`config.mk`:
```
export PLATFORM = sky130hd
export DESIGN_NAME = dp_issue_ctrl
export DESIGN_NICKNAME = d
export VERILOG_FILES = /design/src/rtl/dp_issue_ctrl.sv
export SDC_FILE = /design/constraint.sdc
export NUM_CORES = 1
export LEC_CHECK = 0
export ABC_AREA = 0
export ABC_CLOCK_PERIOD_IN_PS = 2400
export CAP_MARGIN = 0
export CORE_UTILIZATION = 40
export CTS_CLUSTER_DIAMETER = 80
export DETAILED_ROUTE_END_ITERATION = 16
export HOLD_SLACK_MARGIN = 0.06
export RECOVER_POWER = 25
export SLEW_MARGIN = 10
export SYNTH_ARGS = -nofsm -noshare
export SYNTH_HDL_FRONTEND = slang
export SYNTH_SLANG_ARGS = --single-unit
```
`constraint.sdc`:
```
create_clock -name clk -period 2.4 [get_ports clk]
set_clock_uncertainty 0.15 [all_clocks]
set_input_delay 0.48 -clock clk [delete_from_list [all_inputs] [get_ports clk]]
set_output_delay 0.48 -clock clk [all_outputs]
set_load 0.01 [all_outputs]
```
`src/rtl/dp_issue_ctrl.sv`:
```
// Issue controller for the 16-bit lab datapath: command FIFO, issue FSM,
// ALU-latency tracking pipe and tagged result capture.
module dp_issue_ctrl #(
    parameter int unsigned DEPTH     = 4,
    parameter int unsigned ALU_LAT   = 1,
    parameter logic [3:0]  HALT_OP   = 4'hF,
    parameter logic [15:0] NOP_INSTR = 16'h0000
) (
    input  logic        clk,
    input  logic        reset,
    input  logic        start,
    input  logic        cmd_valid,
    output logic        cmd_ready,
    input  logic        cmd_is_init,
    input  logic [15:0] cmd_instr,
    input  logic [15:0] cmd_data,
    output logic [15:0] dp_instr,
    output logic [15:0] dp_data_init,
    output logic        dp_init_sel,
    input  logic [15:0] alu_out,
    output logic        res_valid,
    output logic [15:0] res_data,
    output logic [7:0]  res_tag,
    output logic        busy,
    output logic        done
);

    localparam int unsigned AW   = (DEPTH > 1) ? $clog2(DEPTH) : 1;
    localparam int unsigned CNTW = AW + 1;
    localparam int unsigned CW   = (ALU_LAT > 1) ? $clog2(ALU_LAT + 1) : 1;

    typedef struct packed {
        logic        is_init;
        logic [15:0] instr;
        logic [15:0] data;
    } cmd_t;

    typedef enum logic [1:0] {IDLE, RUN, DRAIN, DONE} state_t;

    state_t            state_q, state_d;
    cmd_t              fifo_mem [DEPTH];
    cmd_t              head;
    logic [AW-1:0]     wr_ptr, rd_ptr;
    logic [CNTW-1:0]   count, count_d;
    logic              push, pop, halt_pop, track_d;
    logic [15:0]       instr_d, data_d;
    logic              sel_d;
    logic [CW-1:0]     drain_cnt;
    logic [7:0]        tag;
    logic [ALU_LAT-1:0] pipe_vld;
    logic [7:0]        pipe_tag [ALU_LAT];

    assign push    = cmd_valid && cmd_ready;
    assign head    = fifo_mem[rd_ptr];
    assign count_d = count + CNTW'(push) - CNTW'(pop);

    // Next state, pop decision and next datapath drive values.
    always_comb begin
        state_d  = state_q;
        pop      = 1'b0;
        halt_pop = 1'b0;
        track_d  = 1'b0;
        instr_d  = NOP_INSTR;
        data_d   = 16'h0000;
        sel_d    = 1'b0;
        case (state_q)
            IDLE: begin
                if (start) state_d = RUN;
            end
            RUN: begin
                if (count != '0) begin
                    pop = 1'b1;
                    if (head.instr[15:12] == HALT_OP) begin
                        halt_pop = 1'b1;
                        state_d  = DRAIN;
                    end else begin
                        instr_d = head.instr;
                        data_d  = head.data;
                        sel_d   = head.is_init;
                        track_d = !head.is_init;
                    end
                end
            end
            DRAIN: begin
                if (drain_cnt == '0) state_d = DONE;
            end
            DONE: begin
                if (start) state_d = RUN;
            end
            default: state_d = IDLE;
        endcase
    end

    // Command storage; contents need no reset since count guards them.
    always_ff @(posedge clk) begin
        if (push) fifo_mem[wr_ptr] <= '{is_init: cmd_is_init, instr: cmd_instr, data: cmd_data};
    end

    // State, FIFO pointers, datapath drive, tag and drain counter.
    always_ff @(posedge clk) begin
        if (reset) begin
            state_q      <= IDLE;
            wr_ptr       <= '0;
            rd_ptr       <= '0;
            count        <= '0;
            cmd_ready    <= 1'b1;
            dp_instr     <= NOP_INSTR;
            dp_data_init <= 16'h0000;
            dp_init_sel  <= 1'b0;
            tag          <= 8'h00;
            drain_cnt    <= '0;
            busy         <= 1'b0;
            done         <= 1'b0;
        end else begin
            state_q      <= state_d;
            count        <= count_d;
            cmd_ready    <= (count_d != CNTW'(DEPTH));
            dp_instr     <= instr_d;
            dp_data_init <= data_d;
            dp_init_sel  <= sel_d;
            busy         <= (state_d == RUN) || (state_d == DRAIN);
            done         <= (state_d == DONE);
            if (push) wr_ptr <= wr_ptr + AW'(1);
            if (pop) rd_ptr <= rd_ptr + AW'(1);
            if (track_d) tag <= tag + 8'd1;
            if (halt_pop) begin
                drain_cnt <= CW'(ALU_LAT - 1);
            end else if ((state_q == DRAIN) && (drain_cnt != '0)) begin
                drain_cnt <= drain_cnt - CW'(1);
            end
        end
    end

    // Latency pipe of {valid, tag} and tagged result capture.
    always_ff @(posedge clk) begin
        if (reset) begin
            pipe_vld  <= '0;
            res_valid <= 1'b0;
            res_data  <= 16'h0000;
            res_tag   <= 8'h00;
            for (int i = 0; i < int'(ALU_LAT); i++) pipe_tag[i] <= 8'h00;
        end else begin
            for (int i = int'(ALU_LAT) - 1; i > 0; i--) begin
                pipe_vld[i] <= pipe_vld[i-1];
                pipe_tag[i] <= pipe_tag[i-1];
            end
            pipe_vld[0] <= track_d;
            pipe_tag[0] <= tag;
            res_valid   <= pipe_vld[ALU_LAT-1];
            if (pipe_vld[ALU_LAT-1]) begin
                res_data <= alu_out;
                res_tag  <= pipe_tag[ALU_LAT-1];
            end
        end
    end

endmodule

```
==> flow_summary.json, run 1 <==
{
  "cap_violations": 0,
  "worst_pin_slew_ns": 0.545,
  "cts_sinks": 222,
  "syn_nets": 525,
  "arrival_ns": 2.53,
  "viasPerCell": 4.73,
  "cpPeakStageDelay_ns": 0.50,
  "power_mw": 9.80,
  "synth_seq_area_share_pct": 73.5,
  "crit_chain": "buf_4, mux4_2, nor3_1, and4b_1, mux2_2",
  "row_count": 50,
  "rr_worst_depth": 5,
  "cts-htree-levels": 1,
  "path_clk_slew_ns": 0.06,
  "dieArea_um2": 20200,
  "die_x_um": 142,
  "avgSynthCellArea_um2": 17.0,
  "critPathKind": "reg -> reg",
  "drive_gt1_share_pct": 17.7,
  "ys_types": 35,
  "grt_usage_pct": 15.1,
  "dr.pass1.iters": 4,
  "grt-ovfl-total": 0,
  "synth_top_area_share_pct": 50.5,
  "layout.cells.non_filler": 880,
  "hold_viol": 0,
  "critPathMaxFanout": 7,
  "remaining_drc_errors": 0,
  "dp.cells": 833,
  "p_per_area_nw_per_um2": 961,
  "setup_viol": 0,
  "async_flop_share_pct": 0,
  "clock_path_buffers": 3,
  "nets": 662,
  "synthMostInstantiatedCell": "edfxtp_1",
  "synthesis.area_um2": 7840,
  "synth_ff_type": "edfxtp_1",
  "period_minus_slack_ns": 2.29,
  "holdPathStages": 2,
  "hold_slack_ns": 0.281,
  "drt-total-wl_um": 14900,
  "io_buffers": 113,
  "synth_area_leaders": "edfxtp_1, dfxtp_1, mux4_2",
  "grt_pass1_vias": 4332,
  "grt_max_degree": 57,
  "peakVddDrop_mv": 0.547,
  "die_h_um": 142,
  "clock.fmax_mhz": 436,
  "drv_slew": 0,
  "coreArea_um2": 19000,
  "antenna_found_initial": 3,
  "crit_slowest_cell": "mux4_2",
  "ys_warn_count": 0,
  "netlist_instances": 462,
  "fillers": 1536,
  "outcome": "finished clean",
  "rsz0062_at_grt": "no",
  "clock-root-buffer": "clkbuf_16",
  "grt_first_pass_wirelength_um": 23400,
  "power_leakage_nw": 3.50,
  "fin_crit_sh_pct": 95.6,
  "place_congestion": 0.693,
  "io_pins": 114,
  "cts_setup_buffers": 0,
  "cts_tree": "built",
  "relSlewSlack_pct": 63.7,
  "cp-end-kind": "flop",
  "areaGrowthSynthToFinish_pct": 30.0,
  "numCtsBuffers": 24,
  "post_drt_wl_per_cell_um": 16.9,
  "initial_core_util_pct": 41.4,
  "vias": 4164,
  "ys_ff_latch": 222,
  "hpwl_um": 9100,
  "antenna_left": 0,
  "clk_latency_ns": 0.50,
  "synth_edf_count": 132,
  "synthTopCellsByCount": "edfxtp_1, dfxtp_1, nor2b_1, nor2_1, mux4_2",
  "drtIter0Drc": 156,
  "critical_path_required_ns": 2.64,
  "cp-start-kind": "flop",
  "hold_class": "reg -> reg",
  "synth_top_area_cell": "edfxtp_1"
}
## metal layers
layer,global-route usage [%],vias to the layer above,wire (um)
li1,-,1978,-
met2,25.4,119,7080
met1,19.6,2044,6550
met5,0,-,13
met3,3.70,21,964
met4,3.90,2,254
## logic make-up after synthesis
| group | after synthesis | synth area share (%) |
|---|---|---|
| AO/OA/AOI/OAI | 9 | 0.766 |
| AND/OR/NAND/NOR | 120 | 7.98 |
| multiplexers | 65 | 13.8 |
| XOR/XNOR | 5 | 0.558 |
| adder cells (fa/ha/maj) | 10 | 1.69 |
| flip-flops | 222 | 73.5 |
| buffers and inverters | 31 | 1.72 |
## critical path, delay by kind of cell (launching register included)
family,cells,cell delay (ns)
mux,2,0.82
simple gates,2,0.58
buf+inv,1,0.16
flops,1,0.46
## through the flow
step | setup TNS [ns] | util, % | setup WS [ns] | area [um2]
floorplan | 0 | - | 0.134 | 7840
global placement | -0.0648 | 49.6 | -0.0463 | 9400
detailed placement | -0.318 | 49.6 | -0.177 | 9400
CTS | 0 | 53.6 | 0.0556 | 10200
global route | 0 | 53.8 | 0.00597 | 10200
finish | 0 | 53.8 | 0.106 | 10200
## cell usage in the layout, fill, tap and decap left out, drive strengths merged
cell,Yosys,final
edfxtp,132,132
nand4,2,2
mux2i,24,24
nand2,8,8
mux2,8,8
xor2,1,1
and3,5,5
nor3,4,4
o31ai,1,1
inv,10,11
nor2b,47,47
a22oi,1,1
dfxtp,90,90
and4b,1,1
clkinvlp,0,1
bufinv,0,1
or3,2,2
clkinv,0,9
nand4b,1,1
ha,9,9
nor2,45,45
nand3,3,3
clkbuf,13,32
buf,8,20
nand2b,1,1
o22ai,1,1
o31a,1,1
and4,1,1
o21ai,1,1
fa,1,1
dlygate4sd3,0,27
xnor2,4,4
a21oi,3,3
clkdlybuf4s50,0,85
diode,0,3
a221o,1,1
mux4,33,33
## power breakdown
part | switching [mW] | internal (mW) | leakage, nW
Sequential | 0.164 | 4.52 | 1.94
Clock | 1.42 | 2.10 | 0.381
Combinational | 0.746 | 0.850 | 1.18
Total | 2.33 | 7.47 | 3.50
## registers in the layout, summed over array words and instances, names as in the netlist, 2 cells and up, named ones only
signal	flops
count	3
dp_data_init	16
dp_instr	16
fifo_mem	132
pipe_tag	8
rd_ptr	2
res_data	16
res_tag	8
state_q	2
tag	8
wr_ptr	2
## timing repair
item,in CTS,in global routing
endpoints found under the hold margin,0,0
hold buffers,0,0
resized for setup,0,4
setup endpoints to repair,0,2
## final timing paths
| check | start | end | slack, ns |
|---|---|---|---|
| worst max register to register | flop | tag[7]$_SDFFE_PP0P_ | 0.11 |
| worst min register to register | drain_cnt$_SDFFE_PP0P_ | drain_cnt$_SDFFE_PP0P_ | 0.28 |
| worst min-delay path | drain_cnt$_SDFFE_PP0P_ | drain_cnt$_SDFFE_PP0P_ | 0.28 |
| worst max-delay path | flop | tag[7]$_SDFFE_PP0P_ | 0.11 |
## area by class of cell
class	count	area, um2	area share, %
clock inverter	12	87.6	0.859
sequential	222	5770	56.6
multi-input combinational	209	1970	19.3
timing repair buffer	132	1320	12.9
tap	260	325	3.19
clock buffer	32	682	6.69
inverter	10	37.5	0.368
antenna	3	7.51	0.0736
(Power assumes the default switching activity.)
==> inputs of run 2 (changes only) <==
--- a/config.mk
+++ b/config.mk
@@ -12,7 +12,7 @@
 export CTS_CLUSTER_DIAMETER = 80
 export DETAILED_ROUTE_END_ITERATION = 16
 export HOLD_SLACK_MARGIN = 0.06
-export RECOVER_POWER = 25
+export RECOVER_POWER = 100
 export SLEW_MARGIN = 10
 export SYNTH_ARGS = -nofsm -noshare
 export SYNTH_HDL_FRONTEND = slang
==> flow_summary.json, run 2 (synthesized netlist as in run 1, its figures left out) <==
{
  "dpl_cell_area_um2": 9400,
  "drt-total-wl_um": 14800,
  "ctsResizeCount": 0,
  "nets": 662,
  "path_delay_family": "multiplexers",
  "areaGrowthSynthToFinish_pct": 28.7,
  "vias": 4204,
  "path_clk_slew_ns": 0.06,
  "grt_max_degree": 57,
  "peakVddDrop_mv": 0.546,
  "hold_class": "reg -> reg",
  "cts.hold.buffers_added": 0,
  "p_per_area_nw_per_um2": 959,
  "antenna_found_initial": 3,
  "grt_pass1_vias": 4332,
  "cp-end-kind": "flop",
  "drv_slew": 0,
  "critPathKind": "reg -> reg",
  "viasPerCell": 4.78,
  "cp-start-kind": "flop",
  "arrival_ns": 2.51,
  "fin_crit_sh_pct": 95.3,
  "routed.top_layer": "met5",
  "layout_commonest_cell": "edfxtp_1",
  "dr.pass1.iters": 4,
  "remaining_drc_errors": 0,
  "dieArea_um2": 20200,
  "crit_chain": "mux4_2, and4_4, a221o_1, ha_1, nor2b_1",
  "cts_sinks": 222,
  "top_register": "fifo_mem",
  "met3WireLength_um": 971,
  "outcome": "finished clean",
  "coreArea_um2": 19000,
  "io_buffers": 113,
  "route.met2.wl_um": 7050,
  "place_congestion": 0.693,
  "cts_setup_buffers": 0,
  "critical_path_required_ns": 2.62,
  "design_area_um2": 10100,
  "grt_first_pass_wirelength_um": 23400,
  "grt-ovfl-total": 0,
  "clk_latency_ns": 0.50,
  "dp.cells": 833,
  "power_leakage_nw": 3.66,
  "grt_usage_pct": 15.1,
  "layout.cells.non_filler": 879,
  "post_drt_wl_per_cell_um": 16.8,
  "critPathMaxFanout": 11,
  "die_h_um": 142,
  "setup_viol": 0,
  "clock-root-buffer": "clkbuf_16",
  "drive_gt1_share_pct": 16.4,
  "relSlewSlack_pct": 26.7,
  "row_count": 50,
  "drtIter0Drc": 185,
  "rsz0062_at_grt": "no",
  "largest_register_ffs": 132,
  "die_x_um": 142,
  "antenna_left": 0,
  "fillers": 1557,
  "critPathBufInv": 0,
  "io_pins": 114,
  "clock.fmax_mhz": 437,
  "numCtsBuffers": 24,
  "hold_viol": 0,
  "met1Wirelength_um": 6510,
  "hpwl_um": 9100,
  "clock_path_buffers": 3,
  "crit_slowest_cell": "mux4_2",
  "cap_violations": 0,
  "initial_core_util_pct": 41.4,
  "cts_tree": "built",
  "cpPeakStageDelay_ns": 0.54,
  "layout_common_cells": "edfxtp_1, dlygate4sd3_1, dfxtp_1",
  "cts-htree-levels": 1,
  "worst_pin_slew_ns": 1.10,
  "period_minus_slack_ns": 2.29
}
-- run 2: cell types whose count changed in the layout (fill, tap and decap cells not counted), moves of 4 or more --
cell	change
clkdlybuf4s50_1	-68
dlygate4sd3_1	+68
buf_4	-6
clkbuf_2	+5
buf_12	-4
clkbuf_1	+4
-- run 2: path summary, 6_finish.rpt --
kind	depth (start not counted)	from	to	slack [ns]
setup / recovery	5	flop	busy$_SDFF_PP0_	0.11
hold / removal	2	drain_cnt$_SDFFE_PP0P_	drain_cnt$_SDFFE_PP0P_	0.28
setup reg to reg	5	flop	busy$_SDFF_PP0_	0.11
hold reg to reg	2	drain_cnt$_SDFFE_PP0P_	drain_cnt$_SDFFE_PP0P_	0.28
-- run 2: layer usage --
layer  track usage (%)  vias up
li1                  -     1982
met3              3.70       21
met2              25.4      126
met4              3.90        2
met5                 0        -
met1              19.6     2073
-- run 2: power breakdown --
| group | total, mW | internal, mW | switching, mW |
|---|---|---|---|
| clock network | 3.51 | 2.10 | 1.41 |
| registers | 4.69 | 4.53 | 0.157 |
| logic | 1.48 | 0.742 | 0.736 |
| total | 9.68 | 7.37 | 2.31 |
-- run 2: cell type report --
type	instances	area, um2	area share [%]
Tap cell	260	325	3.22
Antenna cell	2	5.00	0.0496
Inverter	10	37.5	0.372
Sequential cell	222	5770	57.1
Multi-Input combinational cell	209	1950	19.3
Clock buffer	32	682	6.75
Timing Repair Buffer	132	1240	12.3
Clock inverter	12	87.6	0.867
-- run 2: worst reg2reg max path, cell delays in order, from the launching register on --
cell,delay [ns]
dfxtp_2,0.46
mux4_2,0.55
and4_4,0.25
a221o_1,0.35
ha_1,0.29
nor2b_1,0.12
-- run 2: metrics by stage --
stage	setup slack, ns	hold slack (ns)	power [mW]	setup TNS, ns	util (%)
floorplan	0.134	0.262	5.71	0	-
global placement	-0.0463	0.275	6.33	-0.0648	49.6
detailed placement	-0.177	0.274	6.39	-0.318	49.6
CTS	0.0556	0.285	9.93	0	53.6
global route	0.00672	0.312	10.1	0	53.3
finish	0.113	0.281	9.68	0	53.3
==> inputs of run 3 (changes only) <==
--- a/config.mk
+++ b/config.mk
@@ -6,8 +6,8 @@
 export NUM_CORES = 1
 export LEC_CHECK = 0
 export ABC_AREA = 0
-export ABC_CLOCK_PERIOD_IN_PS = 2400
-export CAP_MARGIN = 0
+export ABC_CLOCK_PERIOD_IN_PS = 2600
+export CAP_MARGIN = 20
 export CORE_UTILIZATION = 40
 export CTS_CLUSTER_DIAMETER = 80
 export DETAILED_ROUTE_END_ITERATION = 16
==> constraint.sdc (replaced) <==
create_clock -name clk -period 2.6 [get_ports clk]
set_clock_uncertainty 0.15 [all_clocks]
set_input_delay 0.52 -clock clk [delete_from_list [all_inputs] [get_ports clk]]
set_output_delay 0.52 -clock clk [all_outputs]
set_load 0.01 [all_outputs]
==> flow_summary.json, run 3 (synthesized netlist as in run 1, its figures left out) <==
{
  "areaGrowthSynthToFinish_pct": 29.4,
  "top_register": "fifo_mem",
  "dr.pass1.iters": 4,
  "r2r-end": "dp_data_init[11]$_SDFF_PP0_",
  "outcome": "finished clean",
  "hold_viol": 0,
  "die_x_um": 142,
  "viasPerCell": 4.80,
  "fillers": 1573,
  "critPathMaxFanout": 16,
  "grt-ovfl-total": 0,
  "cap_violations": 0,
  "rrSetupSlack_ns": 0.21,
  "relSlewSlack_pct": 20.4,
  "cts.hold.buffers_added": 0,
  "cts_tree": "built",
  "power_leakage_nw": 3.68,
  "grt_first_pass_wirelength_um": 23000,
  "die_h_um": 142,
  "clock-root-buffer": "clkbuf_16",
  "largest_register_ffs": 132,
  "endpoint": "dp_data_init[11]$_SDFF_PP0_",
  "dieArea_um2": 20200,
  "fin_crit_sh_pct": 92.0,
  "drv_slew": 0,
  "grt_usage_pct": 14.9,
  "numCtsBuffers": 24,
  "worst_pin_slew_ns": 1.19,
  "final_core_util_pct": 53.6,
  "remaining_drc_errors": 0,
  "hold_class": "reg -> reg",
  "layout_common_cells": "edfxtp_1, dlygate4sd3_1, dfxtp_1",
  "peakVddDrop_mv": 0.623,
  "setup_viol": 0,
  "clock.fmax_mhz": 418,
  "period_minus_slack_ns": 2.39,
  "ctsResizeCount": 0,
  "row_count": 50,
  "place_congestion": 0.685,
  "io_buffers": 113,
  "antenna_left": 0,
  "drt-total-wl_um": 14600,
  "coreArea_um2": 19000,
  "p_per_area_nw_per_um2": 902,
  "rsz0062_at_grt": "no",
  "critPathKind": "reg -> reg",
  "fin_setup_tns_ns": 0,
  "layout_commonest_cell": "edfxtp_1",
  "vias": 4207,
  "rr_worst_depth": 5,
  "hpwl_um": 9010,
  "clk_latency_ns": 0.52,
  "path_clk_slew_ns": 0.06,
  "io_pins": 114,
  "critical_path_required_ns": 2.89,
  "grt_pass1_vias": 4353,
  "cts-htree-levels": 1,
  "cts_sinks": 222,
  "drtIter0Drc": 203,
  "clock_path_buffers": 3,
  "antenna_found_initial": 2,
  "drive_gt1_share_pct": 15.4,
  "post_drt_wl_per_cell_um": 16.6,
  "arrival_ns": 2.68,
  "cts_setup_buffers": 0,
  "nets": 661,
  "initial_core_util_pct": 41.4,
  "grt_max_degree": 34,
  "cp-end-kind": "flop",
  "cp-start-kind": "flop"
}
[run 3: worst min-delay path by stage]
stage | start | end | slack (ns) | cells past startpoint
detailed placement | drain_cnt$_SDFFE_PP0P_ | drain_cnt$_SDFFE_PP0P_ | 0.27 | 2
finish | drain_cnt$_SDFFE_PP0P_ | drain_cnt$_SDFFE_PP0P_ | 0.28 | 2
global route | drain_cnt$_SDFFE_PP0P_ | drain_cnt$_SDFFE_PP0P_ | 0.31 | 2
floorplan | drain_cnt$_SDFFE_PP0P_ | drain_cnt$_SDFFE_PP0P_ | 0.26 | 2
CTS | drain_cnt$_SDFFE_PP0P_ | drain_cnt$_SDFFE_PP0P_ | 0.28 | 2
global placement | drain_cnt$_SDFFE_PP0P_ | drain_cnt$_SDFFE_PP0P_ | 0.28 | 2
[run 3: per-layer routing]
| layer | wire length (um) | track usage (%) | up-vias |
|---|---|---|---|
| li1 | - | - | 1975 |
| met1 | 6470 | 19.3 | 2089 |
| met3 | 852 | 3.47 | 25 |
| met4 | 276 | 4.87 | 2 |
| met2 | 6940 | 24.6 | 116 |
| met5 | 10 | 0 | - |
[run 3: final cells by class]
| class | count | area, um2 | share of cell area, % |
|---|---|---|---|
| sequential | 222 | 5770 | 56.8 |
| multi-input combinational | 209 | 1930 | 19.1 |
| timing repair buffer | 131 | 1230 | 12.1 |
| clock buffer | 39 | 795 | 7.83 |
| tap | 260 | 325 | 3.20 |
| clock inverter | 4 | 60.1 | 0.592 |
| inverter | 10 | 37.5 | 0.370 |
| antenna | 2 | 5.00 | 0.0493 |
[run 3: report_power, final]
part	leakage (nW)	internal, mW	switching (mW)
sequential	1.94	4.18	0.137
combinational	1.32	0.669	0.657
clock	0.419	2.20	1.31
total	3.68	7.05	2.11
[run 3: stage by stage]
step                      hold slack (ns)  total power, mW  instance area, um2  cells  setup slack, ns
final                               0.281             9.15               10200    877            0.209
after global routing                0.307             9.57               10100    875           0.0430
after CTS                           0.284             9.40               10300    875            0.252
after detailed placement            0.274             5.86                9400    832         0.000442
after global placement              0.278             5.81                9400    832            0.118
after floorplan                     0.262             5.27                7840    462            0.334
[run 3: critical path, cell delays in order (launching register included)]
cell,delay [ns]
dfxtp_2,0.44
mux4_2,0.56
and4_4,0.25
or3_1,0.35
clkbuf_2,0.33
nor2b_1,0.24
==> RTL change 1: new RTL, config.mk and constraints of run 1 <==
The parameter `ALU_LAT` goes from 1 to 2.
--- a/src/rtl/dp_issue_ctrl.sv
+++ b/src/rtl/dp_issue_ctrl.sv
@@ -2,7 +2,7 @@
 // ALU-latency tracking pipe and tagged result capture.
 module dp_issue_ctrl #(
     parameter int unsigned DEPTH     = 4,
-    parameter int unsigned ALU_LAT   = 1,
+    parameter int unsigned ALU_LAT   = 2,
     parameter logic [3:0]  HALT_OP   = 4'hF,
     parameter logic [15:0] NOP_INSTR = 16'h0000
 ) (
Formal check against the unedited RTL: not equivalent (a bounded check fails within 4 cycles, from zero or initial values and one cycle with reset high).
==> RTL change 1 against run 1 <==
  * Via count is 4.7% higher
  * Sequential cell count is 10 higher
  * Wire length is 1.0% higher
  * Area after synthesis is 6.7% higher
  * Global-route usage is 0.88 points lower
  * Largest power group unchanged
  * Fmax is 0.94% higher
  * Cell area is 6.3% higher
  * Worst setup slack better by 21 ps
  * Highest routed layer unchanged
  * Die area is 6.6% higher
  * Sequential share of layout area is 1.5 points lower
  * Total power is 9.2% higher
  * Cell count is 3.9% higher
==> RTL change 1: results (changes against run 1) <==
| Metric | Value |
|---|---|
| Leakage | `0.00375 uW (was 0.00350 uW)` |
| VDD IR-drop max | `541 uV (was 547 uV)` |
| Vias per cell | `4.77 (was 4.73)` |
| Sequential fraction of the synthesis area | `71.3% (was 73.5%)` |
| First-pass GRT wire length | `24.2 mm (was 23.4 mm)` |
| Post-synth top cells | `edfxtp_1, dfxtp_1, nor2_1 (was edfxtp_1, dfxtp_1, nor2b_1)` |
| Worst Tran Pin Value | `1260 ps (was 545 ps)` |
| Worst hold stages | `1 (was 2)` |
| Worst-skew pair later-pin latency | `520 ps (was 500 ps)` |
| Worst Hold Launch | `pipe_tag[0][1] (was drain_cnt)` |
| Antenna Cells | `0 (was 3)` |
| Largest net degree at the start of global routing | `36 (was 57)` |
| Status | `finished clean (unchanged)` |
| Hold worst-path end | `pipe_tag[1][1] (was drain_cnt)` |
| Area contributors post-synth | `edfxtp_1, dfxtp_1, mux4_2 (unchanged)` |
| Distinct cell type count after synthesis | `41 (was 35)` |
| DRT iter0 DRCs | `192 (was 156)` |
| Wire length per cell | `16.4 um (was 16.9 um)` |
| Worst slack, placed | `-105 ps (was -177 ps)` |
| RD Place Congestion | `0.729 (was 0.693)` |
| DP HPWL | `9.15 mm (was 9.10 mm)` |
| Vias in the first global route | `4652 (was 4332)` |
| R2R Path End | `busy (was tag[7])` |
| Syn_nets | `553 (was 525)` |
| Fin nets | `689 (was 662)` |
| Area after DPL | `9900 um^2 (was 9400 um^2)` |
==> RTL change 1: cell count changes in the layout (fill, tap and decap cells not counted), moves of 3 or more <==
cell       change
dfxtp_1       +10
nor2b_4       +20
nor2b_2        +5
nor2b_1       -16
nor2_2         +5
bufinv_16      +4
clkinv_1       -3
diode_2        -3
nor2_1         -5
==> RTL change 1: worst max-delay path by stage <==
stage / startpoint / endpoint / slack, ps
after floorplan: flop / busy / 150
after global placement: cmd_valid / cmd_ready / -20
after detailed placement: cmd_valid / cmd_ready / -100
after CTS: flop / busy / 90
after global routing: state_q[1] / cmd_ready / 2
final: flop / busy / 130
==> RTL change 1: logic make-up after synthesis <==
logic type	count (synthesis)	synth area share, %
fa+ha+maj	11	1.73
buf+inv	35	2.36
xor+xnor	6	0.628
flops	232	71.3
simple gates	131	10.4
compound gates	9	0.777
mux	65	12.8
==> RTL change 1: layout make-up <==
class	count	area, um^2
fill	1673	9530
clock buffer	32	724
timing repair buffer	132	1330
sequential	232	5970
multi-input combinational	222	2220
tap	270	338
clock inverter	14	219
inverter	12	45.0
==> RTL change 1: metrics by stage <==
| stage | std cells | power, uW | TNS, ps |
|---|---|---|---|
| global placement | 868 | 6560 | -20.4 |
| detailed placement | 868 | 6600 | -145 |
| finish | 914 | 10700 | 0 |
| global route | 914 | 11200 | 0 |
| floorplan | 489 | 5990 | 0 |
| CTS | 914 | 10900 | 0 |
==> RTL change 1: routing by layer <==
layer / routed length [um] / GRT usage, % / up-vias
met3: 838 / 3.72 / 32
met2: 7310 / 24.2 / 120
met5: 35 / 0 / -
li1: - / - / 2048
met4: 323 / 3.80 / 6
met1: 6500 / 17.9 / 2155
==> RTL change 1: power breakdown <==
| group | leakage, uW | internal, uW | switching (uW) |
|---|---|---|---|
| combinational | 0.00127 | 886 | 756 |
| sequential | 0.00202 | 4680 | 154 |
| clock | 0.000458 | 2690 | 1540 |
| total | 0.00375 | 8250 | 2450 |
==> RTL change 2: new RTL, flow settings as in run 1 <==
Without the edit above. `dp_data_init` no longer has a reset.
--- a/src/rtl/dp_issue_ctrl.sv
+++ b/src/rtl/dp_issue_ctrl.sv
@@ -105,7 +105,6 @@
             count        <= '0;
             cmd_ready    <= 1'b1;
             dp_instr     <= NOP_INSTR;
-            dp_data_init <= 16'h0000;
             dp_init_sel  <= 1'b0;
             tag          <= 8'h00;
             drain_cnt    <= '0;
@@ -116,7 +115,6 @@
             count        <= count_d;
             cmd_ready    <= (count_d != CNTW'(DEPTH));
             dp_instr     <= instr_d;
-            dp_data_init <= data_d;
             dp_init_sel  <= sel_d;
             busy         <= (state_d == RUN) || (state_d == DRAIN);
             done         <= (state_d == DONE);
@@ -129,6 +127,10 @@
                 drain_cnt <= drain_cnt - CW'(1);
             end
         end
+    end
+
+    always_ff @(posedge clk) begin
+        dp_data_init <= data_d;
     end
 
     // Latency pipe of {valid, tag} and tagged result capture.
Check against the original RTL: differs if reset is asserted again (counterexample within 4 cycles, from zero or initial values and one cycle with reset high); with reset held inactive, the same outputs for 4 cycles.
==> RTL change 2 against run 1 <==
  * Area after synthesis increased by 0.77%
  * Sequential cell count unchanged
  * Cell area about the same
  * Via count grew 1.3%
  * Worst setup slack improved by 17 ps
  * Wire length is 0.79% lower
  * Hold slack got worse by 16 ps
  * Total power down 0.80%
  * Critical endpoint is now busy
  * Largest cell class unchanged
==> RTL change 2: results (changes against run 1) <==
| Metric | Value |
|---|---|
| Fin nets | `665 (was 662)` |
| Worst slack, placed | `-109 ps (was -177 ps)` |
| Sequential fraction of the synthesis area | `72.9% (was 73.5%)` |
| Area contributors post-synth | `edfxtp_1, dfxtp_1, mux4_2 (unchanged)` |
| Mean area per synthesized cell | `17.0 um^2 (about the same)` |
| Syn_nets | `528 (was 525)` |
| # Post-CTS Setup Buffers | `0 (unchanged)` |
| Worst Tran Pin Value | `545 ps (about the same)` |
| RD Place Congestion | `0.746 (was 0.693)` |
| Top delay family on crit path | `multiplexers (unchanged)` |
| Slowest stage delay, CP | `550 ps (was 500 ps)` |
| Number of flip-flops in the largest register | `132 (unchanged)` |
| DRT iter0 DRCs | `174 (was 156)` |
| Post-Layout Cell Count | `885 (was 880)` |
| Longest Clk Path Bufs | `3 (unchanged)` |
| Power Density | `952 nW/um^2 (was 961 nW/um^2)` |
| Layout cell share with drive strength beyond 1 | `18.3% (was 17.7%)` |
| Wire length per cell | `16.7 um (was 16.9 um)` |
| Inst Count DP | `842 (was 833)` |
| Status | `finished clean (unchanged)` |
| Fillers | `1637 (was 1536)` |
| Leakage | `0.00345 uW (was 0.00350 uW)` |
| Hold Path Class | `input pin to flop (was flop to flop)` |
| Vias | `4220 (was 4164)` |
| Post-synth top cells | `edfxtp_1, dfxtp_1, nor2b_1 (unchanged)` |
| Share of power burned in registers | `48.5% (was 47.8%)` |
| TritonRoute pass-1 iters | `4 (unchanged)` |
| Largest net degree at the start of global routing | `56 (was 57)` |
| Syn. warnings | `0 (unchanged)` |
| Async SR Flop Fraction | `0% (unchanged)` |
| Total track usage | `14.9% (was 15.1%)` |
| TritonCTS buffer count | `23 (was 24)` |
| Distinct cell type count after synthesis | `37 (was 35)` |
| Sw Pwr | `2360 uW (was 2330 uW)` |
| First-pass GRT wire length | `23.1 mm (was 23.4 mm)` |
| Vias in the first global route | `4416 (was 4332)` |
| Combinational Power Share | `17.8% (was 16.3%)` |
| VDD IR-drop max | `610 uV (was 547 uV)` |
| DP HPWL | `9.21 mm (was 9.10 mm)` |
-- RTL change 2: metal layers --
metal | track usage, % | vias up | share of wire, %
met5 | 0 | - | 0.14
met4 | 4.07 | 4 | 1.5
met3 | 3.53 | 23 | 6.0
met1 | 18.4 | 2073 | 44
li1 | - | 1986 | -
met2 | 26.1 | 134 | 49
-- RTL change 2: logic make-up (layout without fill, tap and decap cells) --
family | Yosys count | count (layout) | share of synthesized area, %
xor+xnor | 5 | 5 | 0.554
other cells | 0 | 1 | 0
fa+ha+maj | 10 | 10 | 1.68
simple gates | 120 | 120 | 8.44
buf+inv | 31 | 185 | 1.95
compound gates | 14 | 14 | 1.14
flops | 222 | 222 | 72.9
mux | 63 | 63 | 13.3
-- RTL change 2: layout make-up --
cell class	count	area, um^2	area share, %
sequential	222	5770	56.6
multi-input combinational	212	2020	19.8
clock inverter	12	85.1	0.834
timing repair buffer	133	1340	13.1
antenna	1	2.50	0.0245
inverter	10	37.5	0.368
clock buffer	30	612	6.00
tap	265	332	3.25
-- RTL change 2: metrics by stage --
stage               setup TNS [ps]  instance area (um^2)  hold slack (ps)  util [%]
global route                     0                 10200              290      52.6
detailed placement            -189                  9470              288      48.8
CTS                              0                 10200              258      52.4
floorplan                        0                  7900              262         -
global placement             -31.7                  9470              277      48.8
finish                           0                 10200              265      52.6
-- RTL change 2: path summary, 6_finish.rpt --
kind,start,end,slack (ps),depth (start not counted)
worst max-delay path,flop,busy,120,5
worst min-delay path,reset,pipe_vld,260,3
worst max register to register,flop,busy,120,5
worst min register to register,drain_cnt,drain_cnt,290,2
-- RTL change 2: repair_timing --
action                                  in CTS  in global routing
hold buffers                                 0                  0
endpoints found under the setup margin       2                 10
resized for setup                            1                  7
